## src/rtl/seq_divider.sv

```systemverilog
// Iterative restoring divider: quotient and remainder for signed or unsigned
// operands. Each iteration is one subtraction done as A + ~B + 1, one
// quotient bit per clock.
// Latency: done is high WIDTH+1 cycles after the accepting edge, or 1 cycle
// after it when the divisor is zero.
// Backpressure: start is sampled only in IDLE and is ignored while busy or
// during the done cycle. Results are held until the next accepted start.
//
// Ports:
//   clk, rst_n              clock, asynchronous active-low reset
//   start, is_signed        request and operand mode, both sampled in IDLE
//   dividend, divisor       operands, captured with start
//   busy                    high from the accept edge until the done edge
//   done                    one-cycle pulse; results are valid in that cycle
//   quotient, remainder     registered results
//   div_by_zero             registered flag, set together with done
module seq_divider #(
  parameter int WIDTH = 32
) (
  input  logic             clk,
  input  logic             rst_n,
  input  logic             start,
  input  logic             is_signed,
  input  logic [WIDTH-1:0] dividend,
  input  logic [WIDTH-1:0] divisor,
  output logic             busy,
  output logic             done,
  output logic [WIDTH-1:0] quotient,
  output logic [WIDTH-1:0] remainder,
  output logic             div_by_zero
);

  localparam int CW = $clog2(WIDTH) + 1;
  localparam logic [WIDTH-1:0] ONE   = WIDTH'(1);
  localparam logic [WIDTH:0]   ONE_X = (WIDTH + 1)'(1);
  localparam logic [CW-1:0]    LAST  = CW'(WIDTH - 1);

  typedef enum logic [1:0] {IDLE, RUN, FIX, DONE} state_t;

  state_t           state;
  logic [WIDTH-1:0] prem;   // partial remainder; always < divisor, so WIDTH bits are enough
  logic [WIDTH-1:0] dvd;    // dividend magnitude, which turns into the quotient as it shifts
  logic [WIDTH-1:0] dvs;    // divisor magnitude
  logic [CW-1:0]    cnt;
  logic             neg_q;
  logic             neg_r;
  logic             dz;

  logic             div_zero;
  logic [WIDTH-1:0] abs_dvd;
  logic [WIDTH-1:0] abs_dvs;
  logic [WIDTH:0]   shifted;
  logic [WIDTH:0]   trial;

  function automatic logic [WIDTH-1:0] negate(input logic [WIDTH-1:0] x);
    return ~x + ONE;
  endfunction

  always_comb begin
    div_zero = (divisor == '0);
    abs_dvd  = (is_signed && dividend[WIDTH-1]) ? negate(dividend) : dividend;
    abs_dvs  = (is_signed && divisor[WIDTH-1])  ? negate(divisor)  : divisor;
    // The 33-bit shifted remainder; trial is negative (top bit set) when shifted < dvs.
    shifted  = {prem, dvd[WIDTH-1]};
    trial    = shifted + ~{1'b0, dvs} + ONE_X;
  end

  always_ff @(posedge clk or negedge rst_n) begin
    if (!rst_n) begin
      state       <= IDLE;
      prem        <= '0;
      dvd         <= '0;
      dvs         <= '0;
      cnt         <= '0;
      neg_q       <= 1'b0;
      neg_r       <= 1'b0;
      dz          <= 1'b0;
      busy        <= 1'b0;
      done        <= 1'b0;
      quotient    <= '0;
      remainder   <= '0;
      div_by_zero <= 1'b0;
    end else begin
      case (state)
        IDLE: begin
          done <= 1'b0;
          if (start) begin
            // On divide-by-zero the raw dividend is kept, because it becomes the remainder.
            dvd         <= div_zero ? dividend : abs_dvd;
            dvs         <= abs_dvs;
            neg_q       <= is_signed && (dividend[WIDTH-1] ^ divisor[WIDTH-1]);
            neg_r       <= is_signed && dividend[WIDTH-1];
            dz          <= div_zero;
            prem        <= '0;
            cnt         <= '0;
            quotient    <= '0;
            remainder   <= '0;
            div_by_zero <= 1'b0;
            busy        <= 1'b1;
            state       <= div_zero ? DONE : RUN;
          end
        end

        RUN: begin
          if (!trial[WIDTH]) begin
            prem <= trial[WIDTH-1:0];
            dvd  <= {dvd[WIDTH-2:0], 1'b1};
          end else begin
            prem <= shifted[WIDTH-1:0];
            dvd  <= {dvd[WIDTH-2:0], 1'b0};
          end
          cnt <= cnt + 1'b1;
          if (cnt == LAST) state <= FIX;
        end

        FIX: begin
          quotient  <= neg_q ? negate(dvd)  : dvd;
          remainder <= neg_r ? negate(prem) : prem;
          done      <= 1'b1;
          busy      <= 1'b0;
          state     <= DONE;
        end

        DONE: begin
          // Arriving from FIX, done is already high and this is the done cycle.
          // Arriving straight from IDLE (divisor zero), done is raised here first.
          if (!done) begin
            quotient    <= '1;
            remainder   <= dvd;
            div_by_zero <= dz;
            done        <= 1'b1;
            busy        <= 1'b0;
          end else begin
            done  <= 1'b0;
            state <= IDLE;
          end
        end

        default: state <= IDLE;
      endcase
    end
  end

endmodule

```

## config.mk

```make
export PLATFORM = sky130hd
export DESIGN_NAME = seq_divider
export DESIGN_NICKNAME = d
export VERILOG_FILES = /design/src/rtl/seq_divider.sv
export SDC_FILE = /design/constraint.sdc
export NUM_CORES = 1
export LEC_CHECK = 0
export CAP_MARGIN = 20
export CORE_UTILIZATION = 50
export DETAILED_ROUTE_END_ITERATION = 7
export PLACE_DENSITY = 0.72
export REMOVE_ABC_BUFFERS = 1
export SYNTH_ARGS = -nofsm -noshare
export SYNTH_HDL_FRONTEND = slang
export SYNTH_SLANG_ARGS = --single-unit
```

## constraint.sdc

```tcl
create_clock -name clk -period 3.9 [get_ports clk]
set_input_delay 0.39 -clock clk [delete_from_list [all_inputs] [get_ports clk]]
set_output_delay 0.39 -clock clk [all_outputs]
set_load 0.01 [all_outputs]
```

==> run metrics, run 1 <==
GP Congestion 0.857; Power per Cell Area a little over 900 mW/mm^2; Clock Pin Slew Worst Setup and Hold Paths 0.07 ns; crit-path cells ha_1 > a21o_1 > a31o_1 > a2111oi_0 > nor3_1 > or4_1 > nand3_2 > buf_12 > mux2i_1 > o21ai_0; syn avg cell area roughly 8.4 um^2; Post-CTS Setup Bufs 0; Post-DP HPWL 23200 um; fmax 281 MHz; total CTS buffers 17; Hold-fix buffers, CTS 0; DRC violation count after routing 0; height of the die 156 um; #FFs+latches synth 174; outcome finished, final reports clean; vias between 10000 and 15000; static leakage 5.89 nW; ys flop type dfrtp_1; CTS tree done; # Max-Cap Violations 0; Worst slew margin 0.274; reg2reg path depth 10; Max rail drop VDD between 0.0004 and 0.0005 V; DP Area around 0.014 mm^2; Core Region 0.0234 mm^2; Core Rows 56; Clock Latency Late Sink 0.43 ns; CP Launch Type flop; clock sink total 174; r2r setup slk ~0.35 ns; WL per Instance 16.6 um; Final min period 3.55 ns; synthesized area 0.0119 mm^2; Starting Density 0.509; worst setup path class reg2reg; cells after synthesis 1418; max-slew violations 0; CP max stage delay 0.61 ns; crit path max fanout 25; DRT antenna net count 0; Worst Max-Slew Pin Slew 1.09 ns; CP Data Required Time 4.21 ns; gr usage total 0.263; first-pass GRT wire length 50600 um; Yosys warnings 0; EDFF count, synth 0; initial DRC count 562; port bufs approximately 130; Hold Violations, Final 0; die area 0.0244 mm^2; vias in the first global route 9885; final setup fails 0; largest net degree at the start of global routing between 80 and 90; sequential-to-total area share from yosys stat 0.366; drt total wl between 30000 and 40000 um; Worst Hold Class in2async; detailed-route vias per instance 5.58; Final Net Count roughly 1600; Crit path arrival time 3.86 ns; H-tree lvl count 4; Min Hold Slack approximately 0.021 ns; area delta synth->final 18.7%; critical path's slowest cell a2111oi_0; RSZ-0062 raised after global routing no; Die Wd about 160 um; clock tree buffer depth 2; Reg-to-Reg End prem[6]; Setup Skew around 0.0077 ns; root buffer cell clkbuf_16; Fin Setup TNS 0 ns; Yosys cell types 77; final instance area around 0.014 mm^2; CTS resizes 0; total grt overflow 0; initial antenna violation count 0; Worst R2R Start prem[20]; I/O pin count 135; final period utilization 0.911; share of cells above drive strength 1 0.0563; Setup crit end kind flop; post-synthesis async set-or-reset flop share 1.00; First-pass DRT Iterations 5
cell type report:
type	count	area, um^2
diodes	1	2.50
clock inverters	15	170
flip-flops and latches	174	4350
well taps	319	399
clock buffers	17	425
inverters	52	195
multi-input cells	1110	7020
repair buffers	160	1560
fillers	2142	9270
power breakdown:
| group | switching [mW] | internal (mW) |
|---|---|---|
| clock network | 0.833 | 0.864 |
| logic | 4.44 | 3.50 |
| registers | 0.899 | 2.64 |
| total | 6.17 | 7.00 |
cells in the mapped netlist (all sizes together), types with 34 or more instances:
cell type | n | area share
mux2i | 51 | 0.043
nand2 | 212 | 0.067
dfrtp | 174 | 0.37
nor2 | 128 | 0.040
o31ai | 34 | 0.023
xor2 | 43 | 0.032
ha | 42 | 0.044
clkbuf | 72 | 0.023
a21oi | 76 | 0.032
xnor2 | 105 | 0.077
inv | 52 | 0.016
o21ai | 165 | 0.070
metrics by stage:
step | std cells | setup slack (ns) | util | power (mW)
floorplan | 1336 | -0.368 | - | 8.89
global placement | 1815 | 0.110 | 0.578 | 11.4
detailed placement | 1815 | 0.0672 | 0.578 | 11.5
CTS | 1847 | 0.359 | 0.604 | 13.2
global route | 1847 | 0.0431 | 0.604 | 14.3
finish | 1848 | 0.345 | 0.604 | 13.2
how the worst max path moves through the flow:
| stage | slack [ns] | from | end |
|---|---|---|---|
| finish | 0.35 | prem[20] | prem[6] |
| global route | 0.04 | prem[0] | prem[6] |
| CTS | 0.36 | prem[20] | prem[6] |
| detailed placement | 0.07 | dividend[8] | dvd[31] |
| global placement | 0.11 | dividend[8] | dvd[31] |
| floorplan | -0.37 | state[1] | dvd[10] |
layer usage:
metal	up-vias	wire (um)	GRT usage	part of all wire
li1	5214	-	-	-
met3	34	1450	0.0302	0.047
met1	4777	13900	0.350	0.45
met2	288	14700	0.448	0.48
met4	0	553	0.0775	0.018
met5	-	0	0	0
cell usage in the layout (no fill, tap or decap), types with 4 or more instances in the layout:
master / netlist / layout
o21ai_1: 27 / 26
a22oi_1: 5 / 5
and2_1: 6 / 5
nand4_1: 13 / 13
inv_6: 0 / 4
a21o_1: 15 / 15
inv_8: 0 / 4
or3_1: 13 / 13
nor2b_1: 12 / 12
nand2_1: 211 / 209
inv_1: 52 / 52
nor4_1: 8 / 8
nand2b_1: 14 / 14
nor2_1: 128 / 127
nand3_1: 9 / 8
a221oi_1: 31 / 31
nor3_1: 19 / 19
o21bai_1: 4 / 4
clkinv_8: 0 / 4
xnor2_1: 105 / 105
o211ai_1: 4 / 4
buf_4: 0 / 24
clkbuf_16: 0 / 17
or4_1: 21 / 21
mux2i_1: 51 / 51
ha_1: 42 / 39
xor2_1: 43 / 43
a31oi_1: 4 / 4
o21ai_0: 136 / 136
clkdlybuf4s50_1: 0 / 133
and3_1: 4 / 4
o31ai_1: 32 / 32
o22ai_1: 6 / 6
a21oi_1: 76 / 76
o41ai_1: 13 / 13
dfrtp_1: 174 / 174
sequential cells by signal (all words and copies together) (netlist names), 2 cells and up:
name	count
cnt	6
dvd	32
dvs	32
prem	32
quotient	32
remainder	32
state	2
critical path, delay by kind of cell (launching register included):
kind	cells	cell delay (ns)
buf+inv	1	0.20
simple gates	3	0.88
flops	1	0.48
fa+ha+maj	1	0.43
compound gates	4	1.20
mux	1	0.22
logic make-up after synthesis:
logic type                 after synthesis  share of synthesized area
adders and majority gates               43                     0.0458
AOI/OAI and AO/OA                      389                      0.205
and+or+nand+nor                        479                      0.185
DFF                                    174                      0.366
xor gates and xnor gates               148                      0.109
buffers and inverters                  134                     0.0471
muxes                                   51                     0.0429
Power figures use the tool's default switching activity.
==> run 2, diff against run 1 <==
--- a/config.mk
+++ b/config.mk
@@ -9,7 +9,9 @@
 export CORE_UTILIZATION = 50
 export DETAILED_ROUTE_END_ITERATION = 7
 export PLACE_DENSITY = 0.72
+export RECOVER_POWER = 50
 export REMOVE_ABC_BUFFERS = 1
 export SYNTH_ARGS = -nofsm -noshare
 export SYNTH_HDL_FRONTEND = slang
 export SYNTH_SLANG_ARGS = --single-unit
+export TNS_END_PERCENT = 100
==> run 2 against run 1 <==
Effect of this change: the flow now finishes with violations (max-capacitance violations, max-slew violations); fmax decreased by 0.57%; sequential power is essentially flat; critical endpoint unchanged; register-to-register slack got worse by 0.02 ns; combinational power shrank 0.9%; critical path depth stayed put; largest cell class unchanged; final area down 0.17%.
==> run metrics, run 2 (synthesized netlist as in run 1, its figures left out) <==
Final min period 3.58 ns (+0.0205 ns); CTS resizes 0 (unchanged); met3 wire length 1280 um (-12%); CP Launch Type flop; Top Layer Used met4; vias in the first global route 9885 (unchanged); initial antenna violation count 0 (unchanged); initial DRC count 569 (+1.2%); Layout Cells excl Fill 1848 (unchanged); root buffer cell clkbuf_16; dpl ws 0.0672 ns (unchanged); Min Hold Slack 0.478 ns (+0.457 ns); height of the die 156 um (unchanged); reg2reg path depth 10 (unchanged); share of cells above drive strength 1 0.0563 (unchanged); DP Cell Count 1815 (unchanged); GP Congestion 0.857 (unchanged); Met2 Routed Length 14700 um (unchanged); largest net degree at the start of global routing 86 (unchanged); Hold Violations, Final 0 (unchanged); First-pass DRT Iterations 5 (unchanged); Crit path arrival time 3.88 ns (+0.02 ns); final setup fails 0 (unchanged); Clock Pin Slew Worst Setup and Hold Paths 0.07 ns (about the same); drt total wl 30700 um (about the same); Die Wd 156 um (unchanged); port bufs 134 (unchanged); switching pwr 6.16 mW (-0.18%); most common cell after layout, fill and taps aside nand2_1; max-slew violations 148 (+148); Starting Density 0.509 (unchanged); static leakage 5.92 nW (+0.53%); switching portion of total power 0.470 (+0.00180); crit path max fanout 25 (unchanged); hold endpoint remainder[19]; CTS tree done; Hold-fix buffers, CTS 0 (unchanged); Worst R2R Start prem[20]; fmax 280 MHz (-0.57%); area delta synth->final 18.5%; Power per Cell Area 929 mW/mm^2 (-0.40%); CP Data Required Time 4.21 ns (about the same); Core Region 0.0234 mm^2 (unchanged); Hold Startpoint remainder[19]; total CTS buffers 17 (unchanged); Worst slew margin -0.438 (-0.713); Hold Crit Depth 2; # Max-Cap Violations 2 (+2); Pint 6.94 mW (-0.90%); detailed-route vias per instance 5.58 (about the same); Clock Latency Late Sink 0.43 ns (about the same); fillcell total 2144 (+0.093%); Max rail drop VDD 0.000469 V (-0.76%); outcome complete, but fails checks; most frequent cells in the layout nand2_1, dfrtp_1, o21ai_0; Setup Skew 0.00763 ns (-0.0000349 ns); final period utilization 0.917 (+0.00526); sequential power share 0.270 (about the same); clock tree buffer depth 2 (unchanged); Worst Max-Slew Pin Slew 2.16 ns (+1.07 ns); violated checks max-capacitance violations, max-slew violations; Post-DP HPWL 23200 um (unchanged); gr usage total 0.263 (unchanged); WL per Instance 16.6 um (about the same); Setup crit end kind flop; Gate power share 0.601 (about the same); met1 wire length 14100 um (+1.3%); vias 10300 (+0.019%); post-layout util 0.603 (-0.00102); DRC violation count after routing 0 (unchanged); RSZ-0062 raised after global routing no; Reg-to-Reg End prem[6]; final worst slack 0.325 ns (-0.0205 ns); Clk pwr share 0.129 (about the same); worst setup path class reg2reg; first-pass GRT wire length 50600 um (unchanged); Worst Hold Class reg2reg; Core Rows 56 (unchanged); I/O pin count 135 (unchanged); total grt overflow 0 (unchanged); Post-CTS Setup Bufs 0 (unchanged); die area 0.0244 mm^2 (unchanged); DRT antenna net count 0 (unchanged); Final Net Count 1626 (unchanged); clock sink total 174 (unchanged); r2r setup slk 0.32 ns (-0.02 ns); H-tree lvl count 4 (unchanged)
==> run 2: cell types whose count changed in the layout (fill, tap and decap cells not counted), sizes merged <==
cell / change
clkdlybuf4s50: -33
dlygate4sd3: +33
buf: -3
clkbuf: +3
==> run 2: power groups by stage <==
stage	logic (mW)	clock network (mW)	registers (mW)
floorplan	5.42	0	3.47
global placement	7.83	0	3.53
detailed placement	7.92	0	3.57
CTS	7.96	1.72	3.53
global route	8.80	1.80	3.67
finish	7.87	1.70	3.54
==> run 2: layout make-up <==
class,count,area (um^2),area share
inverter,52,195,0.0138
clock inverter,15,170,0.0121
tap,319,399,0.0283
clock buffer,17,425,0.0302
timing repair buffer,160,1540,0.109
antenna,1,2.50,0.000177
multi-input combinational,1110,7020,0.498
sequential,174,4350,0.309
==> run 2: critical path, cell delays in order, from the launching register on <==
cell and delay, ns:
dfrtp_1 0.49, ha_1 0.43, a21o_1 0.27, a31o_1 0.25, a2111oi_0 0.62, nor3_1 0.18
or4_1 0.57, nand3_2 0.13, buf_12 0.21, mux2i_1 0.22, o21ai_0 0.09
==> run 2: how the worst max path moves through the flow <==
stage                     start      end  slack, ns  cells after the start
finish                 prem[20]  prem[6]       0.32                     10
global route            prem[0]  prem[6]       0.04                     12
CTS                    prem[20]  prem[6]       0.36                     10
detailed placement  dividend[8]  dvd[31]       0.07                     10
global placement    dividend[8]  dvd[31]       0.11                     10
floorplan              state[1]  dvd[10]      -0.37                      4
==> run 2: per-layer routing <==
layer / track usage / vias to the layer above
li1: - / 5220
met1: 0.350 / 4798
met2: 0.448 / 267
met3: 0.0302 / 30
met4: 0.0775 / 0
met5: 0 / -
==> run 2: per-stage QoR <==
| stage | cell area, um^2 | power (mW) | setup TNS [ns] |
|---|---|---|---|
| 6_report | 14100 | 13.1 | 0 |
| 5_1_grt | 14100 | 14.3 | 0 |
| 4_1_cts | 14100 | 13.2 | 0 |
| 3_5_place_dp | 13500 | 11.5 | 0 |
| 3_3_place_gp | 13500 | 11.4 | 0 |
| 2_1_floorplan | 11500 | 8.89 | -16.07 |
==> run 3, diff against run 2 <==
--- a/config.mk
+++ b/config.mk
@@ -6,6 +6,7 @@
 export NUM_CORES = 1
 export LEC_CHECK = 0
 export CAP_MARGIN = 20
+export CORE_MARGIN = 2
 export CORE_UTILIZATION = 50
 export DETAILED_ROUTE_END_ITERATION = 7
 export PLACE_DENSITY = 0.72
==> run 3 against run 2 <==
Effect of this change: the run still ends with max-capacitance violations, max-slew violations left; global-route usage fell by 1.0 points; largest power group unchanged; non-clock buffer count fell by 3; clock skew rose by 0.0068 ns; combinational power barely moved.
==> run metrics, run 3 (synthesized netlist as in run 1, its figures left out) <==
Reg-to-Reg End prem[31]; WL per Instance 16.7 um (+0.62%); RSZ-0062 raised after global routing no; CP Data Required Time 4.17 ns (-0.04 ns); GP Congestion 0.890 (+3.8%); total grt overflow 0 (unchanged); initial DRC count 634 (+11%); Worst Hold Class reg2reg; largest net degree at the start of global routing 81 (-5.8%); Hold Crit Depth 2 (unchanged); r2r setup slk 0.25 ns (-0.07 ns); gr usage total 0.252 (-0.0102); Final Net Count 1623 (-0.18%); Crit path arrival time 3.92 ns (+0.04 ns); Setup Skew 0.0144 ns (+0.00681 ns); sequential power share 0.271 (about the same); Setup crit end kind flop; Final min period 3.65 ns (+0.0735 ns); most common cell after layout, fill and taps aside nand2_1; Core Region 0.0234 mm^2 (unchanged); Post-CTS Setup Bufs 0 (unchanged); max-slew violations 81 (-45%); met3 wire length 1790 um (+41%); switching portion of total power 0.473 (+0.00267); worst setup path class reg2reg; footprint of the multi-input gates 0.00702 mm^2 (unchanged); Post-DP HPWL 23000 um (-1.2%); crit path max fanout 10 (-60%); Core Rows 56 (unchanged); die area 0.0251 mm^2 (+2.6%); vias 10600 (+2.5%); fmax 274 MHz (-2.0%); Worst R2R Start dvd[31]; Power per Cell Area 929 mW/mm^2 (about the same); height of the die 158 um (+1.3%); detailed-route vias per instance 5.73 (+2.7%); post-layout util 0.601 (-0.00193); violated checks max-capacitance violations, max-slew violations; n_diodes 0 (-1); Top Layer Used met4; I/O pin count 135 (unchanged); met1 wire length 14000 um (-0.84%); first-pass GRT wire length 50000 um (-1.1%); area delta synth->final 18.1%; CTS resizes 0 (unchanged); Met2 Routed Length 14300 um (-3.1%); final setup fails 0 (unchanged); DP Cell Count 1811 (-0.22%); Starting Density 0.509 (unchanged); initial antenna violation count 0 (unchanged); First-pass DRT Iterations 6 (+1); outcome complete, but fails checks; DP Area 0.0135 mm^2 (-0.31%); Hold-fix buffers, CTS 0 (unchanged); static leakage 5.89 nW (-0.61%); CTS tree done; final instance area 0.0141 mm^2 (-0.32%); Gate power share 0.601 (about the same); Worst Max-Slew Pin Slew 2.07 ns (-0.0908 ns); DRT antenna net count 0 (unchanged); port bufs 134 (unchanged); total CTS buffers 17 (unchanged); clock sink total 174 (unchanged); Hold Violations, Final 0 (unchanged); # Max-Cap Violations 1 (-1); crit path launch dvd[31]; Clock Latency Late Sink 0.44 ns (about the same); vias in the first global route 9962 (+0.78%); CP Launch Type flop; root buffer cell clkbuf_16; Max rail drop VDD 0.000410 V (-13%); Clock Pin Slew Worst Setup and Hold Paths 0.07 ns (about the same); reg2reg path depth 13 (+3); Layout Cells excl Fill 1844 (-0.22%); register area 0.00435 mm^2 (unchanged); Worst slew margin -0.378 (+0.0606); Clk pwr share 0.128 (about the same); Pwr Total 13.1 mW (-0.34%); switching pwr 6.18 mW (+0.23%); hold endpoint remainder[19]; Pint 6.88 mW (-0.84%); most frequent cells in the layout nand2_1, dfrtp_1, o21ai_0; Die Wd 158 um (+1.3%); H-tree lvl count 4 (unchanged); DRC violation count after routing 0 (unchanged); fillcell total 2137 (-0.33%); drt total wl 30800 um (+0.40%); final period utilization 0.936 (+0.0189); share of cells above drive strength 1 0.0531 (-0.00317); Hold Startpoint remainder[19]; clock tree buffer depth 2 (unchanged)
==> run 3: cell types whose count changed in the layout (fill, tap and decap cells not counted), moves of 2 or more <==
cell	delta
buf_4	-5
clkinvlp_4	+4
clkinv_8	-3
clkbuf_1	+2
inv_6	-2
inv_8	+2
==> run 3: layer usage <==
layer	global-route usage	up-vias
li1	-	5210
met1	0.344	4977
met2	0.419	341
met3	0.0362	47
met4	0.0755	0
met5	0	-
==> run 3: power groups by stage <==
stage | Combinational [mW] | Sequential [mW] | Clock [mW]
2_1_floorplan | 5.42 | 3.47 | 0
3_3_place_gp | 7.73 | 3.52 | 0
3_5_place_dp | 7.85 | 3.57 | 0
4_1_cts | 7.89 | 3.53 | 1.71
5_1_grt | 8.81 | 3.67 | 1.78
6_report | 7.84 | 3.54 | 1.68
==> run 3: cell type report <==
cell class              instances  area share
multi-input cells            1110       0.499
flip-flops and latches        174       0.310
repair buffers                157       0.108
clock buffers                  17      0.0302
well taps                     319      0.0284
inverters                      52      0.0139
clock inverters                15      0.0105
==> run 3: worst max-delay path, cell delays in order (launching register included) <==
cell	delay, ns
dfrtp_1	0.40
inv_1	0.13
ha_1	0.26
fa_1	0.39
nand2b_1	0.19
a21oi_1	0.29
o2111a_1	0.32
o311ai_2	0.12
a2111oi_1	0.48
o311ai_0	0.23
nand3_2	0.15
buf_4	0.21
mux2i_1	0.22
o22ai_1	0.09
==> run 3: per-stage QoR <==
stage               TNS, ns  hold WS, ns  worst slack, ns
finish                    0        0.475            0.251
global route              0        0.497           0.0537
CTS                       0       0.0173            0.280
detailed placement        0        0.460            0.296
global placement          0        0.455            0.365
floorplan            -16.07       0.0944           -0.368
==> run 3: how the worst max path moves through the flow <==
stage | end | slack, ns | depth (start not counted)
floorplan | dvd[10] | -0.37 | 4
global placement | dvd[31] | 0.36 | 10
detailed placement | dvd[26] | 0.30 | 13
CTS | prem[31] | 0.28 | 13
global route | prem[6] | 0.05 | 13
finish | prem[31] | 0.25 | 13
